## config.mk

```make
export PLATFORM = sky130hd
export DESIGN_NAME = scaler
export DESIGN_NICKNAME = d
export VERILOG_FILES = /design/src/rtl/scaler.sv
export SDC_FILE = /design/constraint.sdc
export NUM_CORES = 1
export LEC_CHECK = 0
export ABC_AREA = 1
export BUFFER_PORTS_ARGS = -buffer_cell sky130_fd_sc_hd__buf_4
export CAP_MARGIN = 20
export CORE_ASPECT_RATIO = 1.2
export CORE_UTILIZATION = 30
export DETAILED_ROUTE_END_ITERATION = 10
export SYNTH_ARGS = -nofsm -noshare
export SYNTH_HDL_FRONTEND = slang
export SYNTH_SLANG_ARGS = --single-unit
```

## constraint.sdc

```tcl
create_clock -name clk -period 2.02 [get_ports clk]
set_input_delay 0.505 -clock clk [delete_from_list [all_inputs] [get_ports clk]]
set_output_delay 0.505 -clock clk [all_outputs]
set_load 0.02 [all_outputs]
```

## src/rtl/scaler.sv

```systemverilog
// Requantises accumulator results: ((result * SCALING_FACTOR) >> SHIFT_AMOUNT) + OUTPUT_OFFSET,
// registered with a rotating cell index. Define SCALER_SATURATE_EN to clamp instead of wrap on overflow.
module scaler #(
  parameter int DATA_WIDTH     = 8,
  parameter int RESULT_WIDTH   = 16,
  parameter int INDEX_WIDTH    = 10,
  parameter int SCALING_FACTOR = 10,
  parameter int SHIFT_AMOUNT   = 1,
  parameter int OUTPUT_OFFSET  = 10,
  parameter int CELL_AMOUNT    = 2
) (
  input  logic                   clk,
  input  logic                   rst,
  input  logic [RESULT_WIDTH:0]  input_result,
  output logic [INDEX_WIDTH-1:0] output_index,
  output logic [DATA_WIDTH-1:0]  output_value,
  output logic                   output_enable
);

  localparam int WIDE = RESULT_WIDTH + 32;
  localparam logic [INDEX_WIDTH-1:0] LAST_CELL = INDEX_WIDTH'(CELL_AMOUNT - 1);

  logic                   in_valid;
  logic [WIDE-1:0]        product;
  logic [WIDE-1:0]        shifted;
  logic [WIDE-1:0]        scaled;
  logic [DATA_WIDTH-1:0]  narrowed;
  logic [INDEX_WIDTH-1:0] cell_count;

  assign in_valid = input_result[RESULT_WIDTH];

  // Wide intermediate so the multiply, shift and offset can never overflow.
  always_comb begin
    product = WIDE'(input_result[RESULT_WIDTH-1:0]) * WIDE'(SCALING_FACTOR);
    shifted = product >> SHIFT_AMOUNT;
    scaled  = shifted + WIDE'(OUTPUT_OFFSET);
  end

`ifdef SCALER_SATURATE_EN
  always_comb begin
    narrowed = scaled[DATA_WIDTH-1:0];
    if (|scaled[WIDE-1:DATA_WIDTH])
      narrowed = '1;
  end
`else
  logic unused_high_bits;
  assign unused_high_bits = |scaled[WIDE-1:DATA_WIDTH];
  assign narrowed = scaled[DATA_WIDTH-1:0];
`endif

  // The cell counter only advances on valid items, so bubbles do not disturb the index sequence.
  always_ff @(posedge clk) begin
    if (rst) begin
      output_enable <= 1'b0;
      output_value  <= '0;
      output_index  <= '0;
      cell_count    <= '0;
    end else if (in_valid) begin
      output_enable <= 1'b1;
      output_value  <= narrowed;
      output_index  <= cell_count;
      cell_count    <= (cell_count == LAST_CELL) ? '0 : cell_count + INDEX_WIDTH'(1);
    end else begin
      output_enable <= 1'b0;
      output_value  <= '0;
      output_index  <= '0;
    end
  end

endmodule

```

==> qor.csv, run 1 <==
stage,metric,value,unit
clock_tree,cts_tree,built,
routing,vias,1180,
place,place_inst,265,
hold_path,min_from,rst,
routing,top_layer,met4,
routing,viasPerCell,4.34,
run,drv_cap,0,
floorplan,start_util,31.9,%
worst_setup_path,r2r_start,cell_count[3],
worst_setup_path,slowest_delay,320,ps
power,power_density,724,mW/mm²
power,p_sw_share,25.9,%
place,gp_congestion,0.834,
power,max-vdd-ir-drop,0.434,mV
routing,wl_met1,1150,µm
synthesis,syn_avg_cell_area,7.95,µm²
global_route,antenna_found_initial,0,
global_route,grt_max_degree,10,
final_layout,final_cell_mix,"buf_4 (37), nor2_1 (32), nand2_1 (32), inv_1 (29), dfxtp_1 (29)",
routing,drc,0,
sta,fmax,0.544,GHz
sta,grt_setup_unrepaired,false,
sta,layout_setup_ws,180,ps
worst_setup_path,path_class,in -> reg,
final_layout,fillCellCount,465,
sta,drv_slew,0,
floorplan,core,0.00436,mm²
routing,drt_pass1_iterations,4,
worst_setup_path,critical_path.max_fanout,2,
worst_setup_path,worstRegToRegCells,6,
hold_path,hold_class,in -> reg,
place,place_ws,-165,ps
sta,fin_crit,1840,ps
worst_setup_path,end_kind,flop,
clock_tree,cts_buffers,5,
synthesis,seq_area_frac_synth,41.7,%
floorplan,placementRows,26,
worst_setup_path,arrival,2040,ps
power,p_leak,0.873,nW
synthesis,yosysUniqueCellTypes,23,
synthesis,syn-instance-count,175,
sta,slew_headroom,76.9,%
routing,wl_met3,167,µm
floorplan,die_h,76.6,µm
final_layout,stdcell_count,272,
clock_tree,clockBufferDepth,2,
synthesis,yosys_register_bits,29,
worst_setup_path,r2r_slack,820,ps
synthesis,synth_nets,209,
power,power.internal,0.971,mW
floorplan,dieArea,0.00492,mm²
sta,worst_slew_pin_slew,343,ps
power,p_clk_share,36.3,%
floorplan,ios,38,
sta,hold_viol_final,0,
power,comb_power_share,17.8,%
global_route,grt.total_usage,12.5,%
worst_setup_path,crit_chain,"buf_4, ha_1, ha_1, ha_1, nand2_1, inv_1, o21ai_1, nand2_1, nand2_1, nor3b_1",
power,total_power,1.31,mW
place,hpwl,2060,µm
global_route,gr-total-overflow,0,
routing,routed_wl,2640,µm
routing,post_drt_wl_per_cell,9.71,µm
routing,route.met2.wl,1270,µm
clock_tree,cts-root-buf,clkbuf_8,
synthesis,yosysWarnings,0,
sta,fin_skew,3.85,ps
sta,period_share,91.1,%
final_layout,nNetsFinal,250,
hold_path,hold_path_depth,2,
routing,drtAntennaViolNets,0,
clock_tree,clk_pin_slew,60,ps
final_layout,insertedDiodeCount,0,
worst_setup_path,worstSetupStartpointType,input port,
synthesis,syn_area,0.00139,mm²
final_layout,stdcell_area,0.00181,mm²
routing,drtIter0Drc,26,
final_layout,syn_to_final_growth,30.1,%
clock_tree,htreeDepth,2,
global_route,grt_pass1_wl,4720,µm
worst_setup_path,crit_slowest_cell,ha_1,
clock_tree,cts_setup_buffers,0,
status,run_status,"finished, final reports clean",
floorplan,die_x,64.2,µm
place,dpl_cell_area,0.00172,mm²
clock_tree,worstSkewPairLatency,280,ps
worst_setup_path,crit_required,2220,ps
place,io_buffers,29,
final_layout,layout_commonest_cell,buf_4,
hold_path,min_to,cell_count[8],
power,p_sw,0.339,mW
global_route,grt_pass1_vias,1171,
final_layout,drive_gt1_share,23.6,%
clock_tree,cts.sink_count,29,
worst_setup_path,timing.rr.end,cell_count[9],
sta,setup_viol,0,
power,seq_power_share,45.8,%
==> timing repair <==
item                                    in CTS  in global routing
resized for setup                            0                  1
endpoints found under the setup margin       0                  1
hold buffers                                 0                  0
==> layer usage <==
metal | global-route usage (%) | up-vias
met5 | 0 | -
met4 | 8.00 | 0
met3 | 3.44 | 7
met2 | 22.0 | 34
met1 | 12.8 | 513
li1 | - | 626
==> power groups by stage <==
stage	Sequential (mW)	Combinational, mW	Clock [mW]
3_5_place_dp	0.613	0.235	0
2_1_floorplan	0.631	0.115	0
3_3_place_gp	0.613	0.230	0
4_1_cts	0.601	0.236	0.493
6_report	0.600	0.234	0.476
5_1_grt	0.602	0.266	0.519
==> logic make-up after synthesis <==
| group | count (synthesis) | share of synthesized area, % |
|---|---|---|
| XOR/XNOR | 4 | 2.52 |
| AND/OR/NAND/NOR | 83 | 28.0 |
| flip-flops | 29 | 41.7 |
| buffers and inverters | 33 | 9.17 |
| AO/OA/AOI/OAI | 11 | 4.59 |
| adder cells (fa/ha/maj) | 15 | 14.0 |
==> final cells by class <==
type,count,area [µm²],area share (%)
timing repair buffer,37,278,15.3
inverter,30,113,6.22
sequential,29,581,32.1
tap,56,70.1,3.87
clock buffer,7,86.3,4.77
multi-input combinational,113,683,37.7
==> stage by stage <==
stage	utilization (%)	hold WS (ps)	TNS, ps
CTS	41.5	438	0
floorplan	-	446	0
detailed placement	39.6	480	-360
global route	41.5	447	0
global placement	39.6	478	-271
finish	41.5	444	0
==> Yosys cell counts <==
cell type  count  area, µm²
o21a_1         1       7.51
nand3_4        1       17.5
nor2_1        32        120
nor2_4         3       33.8
nor3b_1        1       7.51
xnor2_1        2       17.5
nand4_1        6       37.5
nor3_4         1       16.3
fa_1           1       20.0
xor2_1         2       17.5
o21ai_0        4       20.0
nor3_1         1       5.00
dfxtp_1       29        581
nand2_1       32        120
inv_1         29        109
nand2_2        1       6.26
a21oi_2        1       8.76
inv_2          1       3.75
a21oi_1        4       20.0
nand3_1        5       25.0
ha_1          14        175
a211oi_1       1       7.51
buf_2          3       15.0
==> sequential cells by signal (all words and copies together) (netlist names) <==
signal,cells
cell_count,10
output_value,8
output_enable,1
output_index,10
==> critical path: cells and delay by family <==
| family | cells | cell delay, ps |
|---|---|---|
| buffers and inverters | 2 | 170 |
| adders and majority gates | 3 | 880 |
| AOI/OAI and AO/OA | 1 | 110 |
| and+or+nand+nor | 4 | 370 |
==> worst max-delay path by stage <==
stage	from	cells after the start	slack, ps	end
after floorplan	input_result[2]	9	70	output_value[6]
after global placement	input_result[0]	12	-140	output_value[6]
after detailed placement	input_result[2]	10	-160	output_value[6]
after CTS	input_result[2]	10	130	output_value[6]
after global routing	input_result[0]	12	30	output_value[6]
final	input_result[2]	10	180	output_value[6]
Note: power is estimated with default switching activity, not from simulation.
==> run 2: changes to the inputs <==
Settings changed: CTS_CLUSTER_DIAMETER from default to 120.
Clock period 2.02 ns to 1.8 ns, I/O delays scaled along.
==> run 2 against run 1 <==
  * Sequential cell count unchanged
  * Count of clock-buffer cells in the layout unchanged
  * Sequential power increased by 12%
  * Via count increased by 2.4%
  * Final area increased by 9.4%
==> qor.csv, run 2 (synthesized netlist as in run 1, its figures left out) <==
stage,metric,value,unit,change
status,run_status,"finished, final reports clean",,unchanged
worst_setup_path,path_class,in -> reg,,unchanged
worst_setup_path,worstSetupStartpointType,input port,,unchanged
clock_tree,clockBufferDepth,2,,unchanged
routing,drtAntennaViolNets,0,,unchanged
floorplan,dieArea,0.00492,mm²,unchanged
routing,drtIter0Drc,38,,was 26
worst_setup_path,arrival,2000,ps,was 2040 ps
run,drv_cap,0,,unchanged
sta,setup_viol,0,,unchanged
routing,viasPerCell,4.41,,was 4.34
final_layout,nNetsFinal,252,,was 250
final_layout,syn_to_final_growth,42.4,%,was 30.1%
sta,drv_slew,0,,unchanged
worst_setup_path,critical_path.max_fanout,2,,unchanged
place,place_ws,-247,ps,was -165 ps
global_route,grt_pass1_wl,4620,µm,was 4720 µm
sta,period_share,99.4,%,
sta,fin_skew,4.92,ps,was 3.85 ps
final_layout,insertedDiodeCount,0,,unchanged
place,hpwl,2070,µm,was 2060 µm
floorplan,die_h,76.6,µm,unchanged
clock_tree,postCtsHoldBufs,0,,unchanged
global_route,gr-total-overflow,0,,unchanged
final_layout,drive_gt1_share,34.4,%,was 23.6%
clock_tree,cts.sink_count,29,,unchanged
clock_tree,htreeDepth,2,,unchanged
sta,hold_viol_final,0,,unchanged
routing,routed_wl,3020,µm,was 2640 µm
global_route,antenna_found_initial,0,,unchanged
worst_setup_path,crit_required,2010,ps,was 2220 ps
clock_tree,clk_pin_slew,60,ps,about the same
sta,fmax,0.559,GHz,
power,power_density,784,mW/mm²,was 724 mW/mm²
place,place_inst,266,,was 265
routing,vias,1208,,was 1180
worst_setup_path,end_kind,flop,,unchanged
final_layout,reg.largest.list,"cell_count: 10 flops, output_index: 10 flops, output_value: 8 flops",,unchanged
power,max-vdd-ir-drop,0.463,mV,was 0.434 mV
place,io_buffers,29,,unchanged
global_route,grt_pass1_vias,1110,,was 1171
routing,post_drt_wl_per_cell,11.0,µm,was 9.71 µm
floorplan,placementRows,26,,unchanged
final_layout,final_cell_mix,"buf_4 (38), nor2_1 (30), nand2_1 (30), dfxtp_1 (29), inv_1 (25)",,"was buf_4 (37), nor2_1 (32), nand2_1 (32), inv_1 (29), dfxtp_1 (29)"
sta,slew_headroom,75.4,%,was 76.9%
sta,worst_slew_pin_slew,366,ps,was 343 ps
final_layout,layout_commonest_cell,buf_4,,unchanged
global_route,grt_max_degree,10,,unchanged
clock_tree,worstSkewPairLatency,280,ps,about the same
sta,grt_setup_unrepaired,true,,was false
final_layout,stdcell_count,274,,was 272
power,p_leak,0.885,nW,was 0.873 nW
routing,drc,0,,unchanged
routing,drt_pass1_iterations,4,,unchanged
final_layout,fillCellCount,440,,was 465
sta,layout_setup_ws,11.6,ps,was 180 ps
global_route,grt.total_usage,12.5,%,about the same
place,gp_congestion,0.790,,was 0.834
floorplan,ios,38,,unchanged
sta,fin_crit,1790,ps,
final_layout,fin_util,45.4,%,was 41.5%
floorplan,core,0.00436,mm²,unchanged
floorplan,die_x,64.2,µm,unchanged
clock_tree,cts_buffers,5,,unchanged
hold_path,hold_class,in -> reg,,unchanged
clock_tree,cts_tree,built,,unchanged
floorplan,start_util,31.9,%,unchanged
clock_tree,cts-root-buf,clkbuf_8,,unchanged
[run 2: cell types whose count changed in the layout (fill, tap and decap cells not counted), moves of 4 or more]
cell,change
inv_2,+4
ha_1,-10
inv_1,-4
ha_4,+10
[run 2: cell type report]
type | count | area, µm² | area share, %
multi-input cells | 113 | 835 | 42.1
flip-flops and latches | 29 | 581 | 29.3
well taps | 56 | 70.1 | 3.54
clock buffers | 7 | 86.3 | 4.36
repair buffers | 39 | 297 | 15.0
inverters | 30 | 113 | 5.69
[run 2: path summary, 6_finish.rpt]
check | start | endpoint | slack [ps] | cells after the start
worst min register to register | cell_count[9] | output_index[9] | 480 | 2
worst max-delay path | input_result[0] | output_value[6] | 10 | 12
worst min-delay path | rst | cell_count[4] | 400 | 2
worst max register to register | cell_count[0] | cell_count[6] | 580 | 7
[run 2: metal layers]
layer	global-route usage (%)	vias up	routed length (µm)
met4	6.67	0	95
li1	-	629	-
met2	20.5	35	1520
met1	13.9	534	1250
met5	0	-	0
met3	4.49	10	143
[run 2: power breakdown]
group / internal, mW / switching (mW) / leakage, nW
clock network: 0.302 / 0.225 / 0.0443
registers: 0.664 / 0.00960 / 0.236
logic: 0.177 / 0.175 / 0.605
[run 2: what timing repair did]
item | in CTS | in global routing
buffers inserted | 0 | 1
endpoints found under the setup margin | 0 | 2
endpoints found under the hold margin | 0 | 0
resized for setup | 0 | 22
[run 2: stage by stage]
stage	hold WS (ps)	setup TNS (ps)	total power [mW]	cell area [µm²]
3_5_place_dp	488	-815	0.975	1770
6_report	405	0	1.55	1980
2_1_floorplan	446	-49.7	0.859	1430
3_3_place_gp	483	-788	0.972	1770
5_1_grt	397	-68.8	1.66	1980
4_1_cts	390	0	1.52	1860
[run 2: critical path: stages]
cell	delay [ps]
buf_4	100
ha_4	120
inv_2	40
fa_2	570
inv_2	50
ha_4	160
nand2_2	60
inv_2	40
o21ai_2	130
nand2_2	70
nand2_1	60
nor3b_2	150
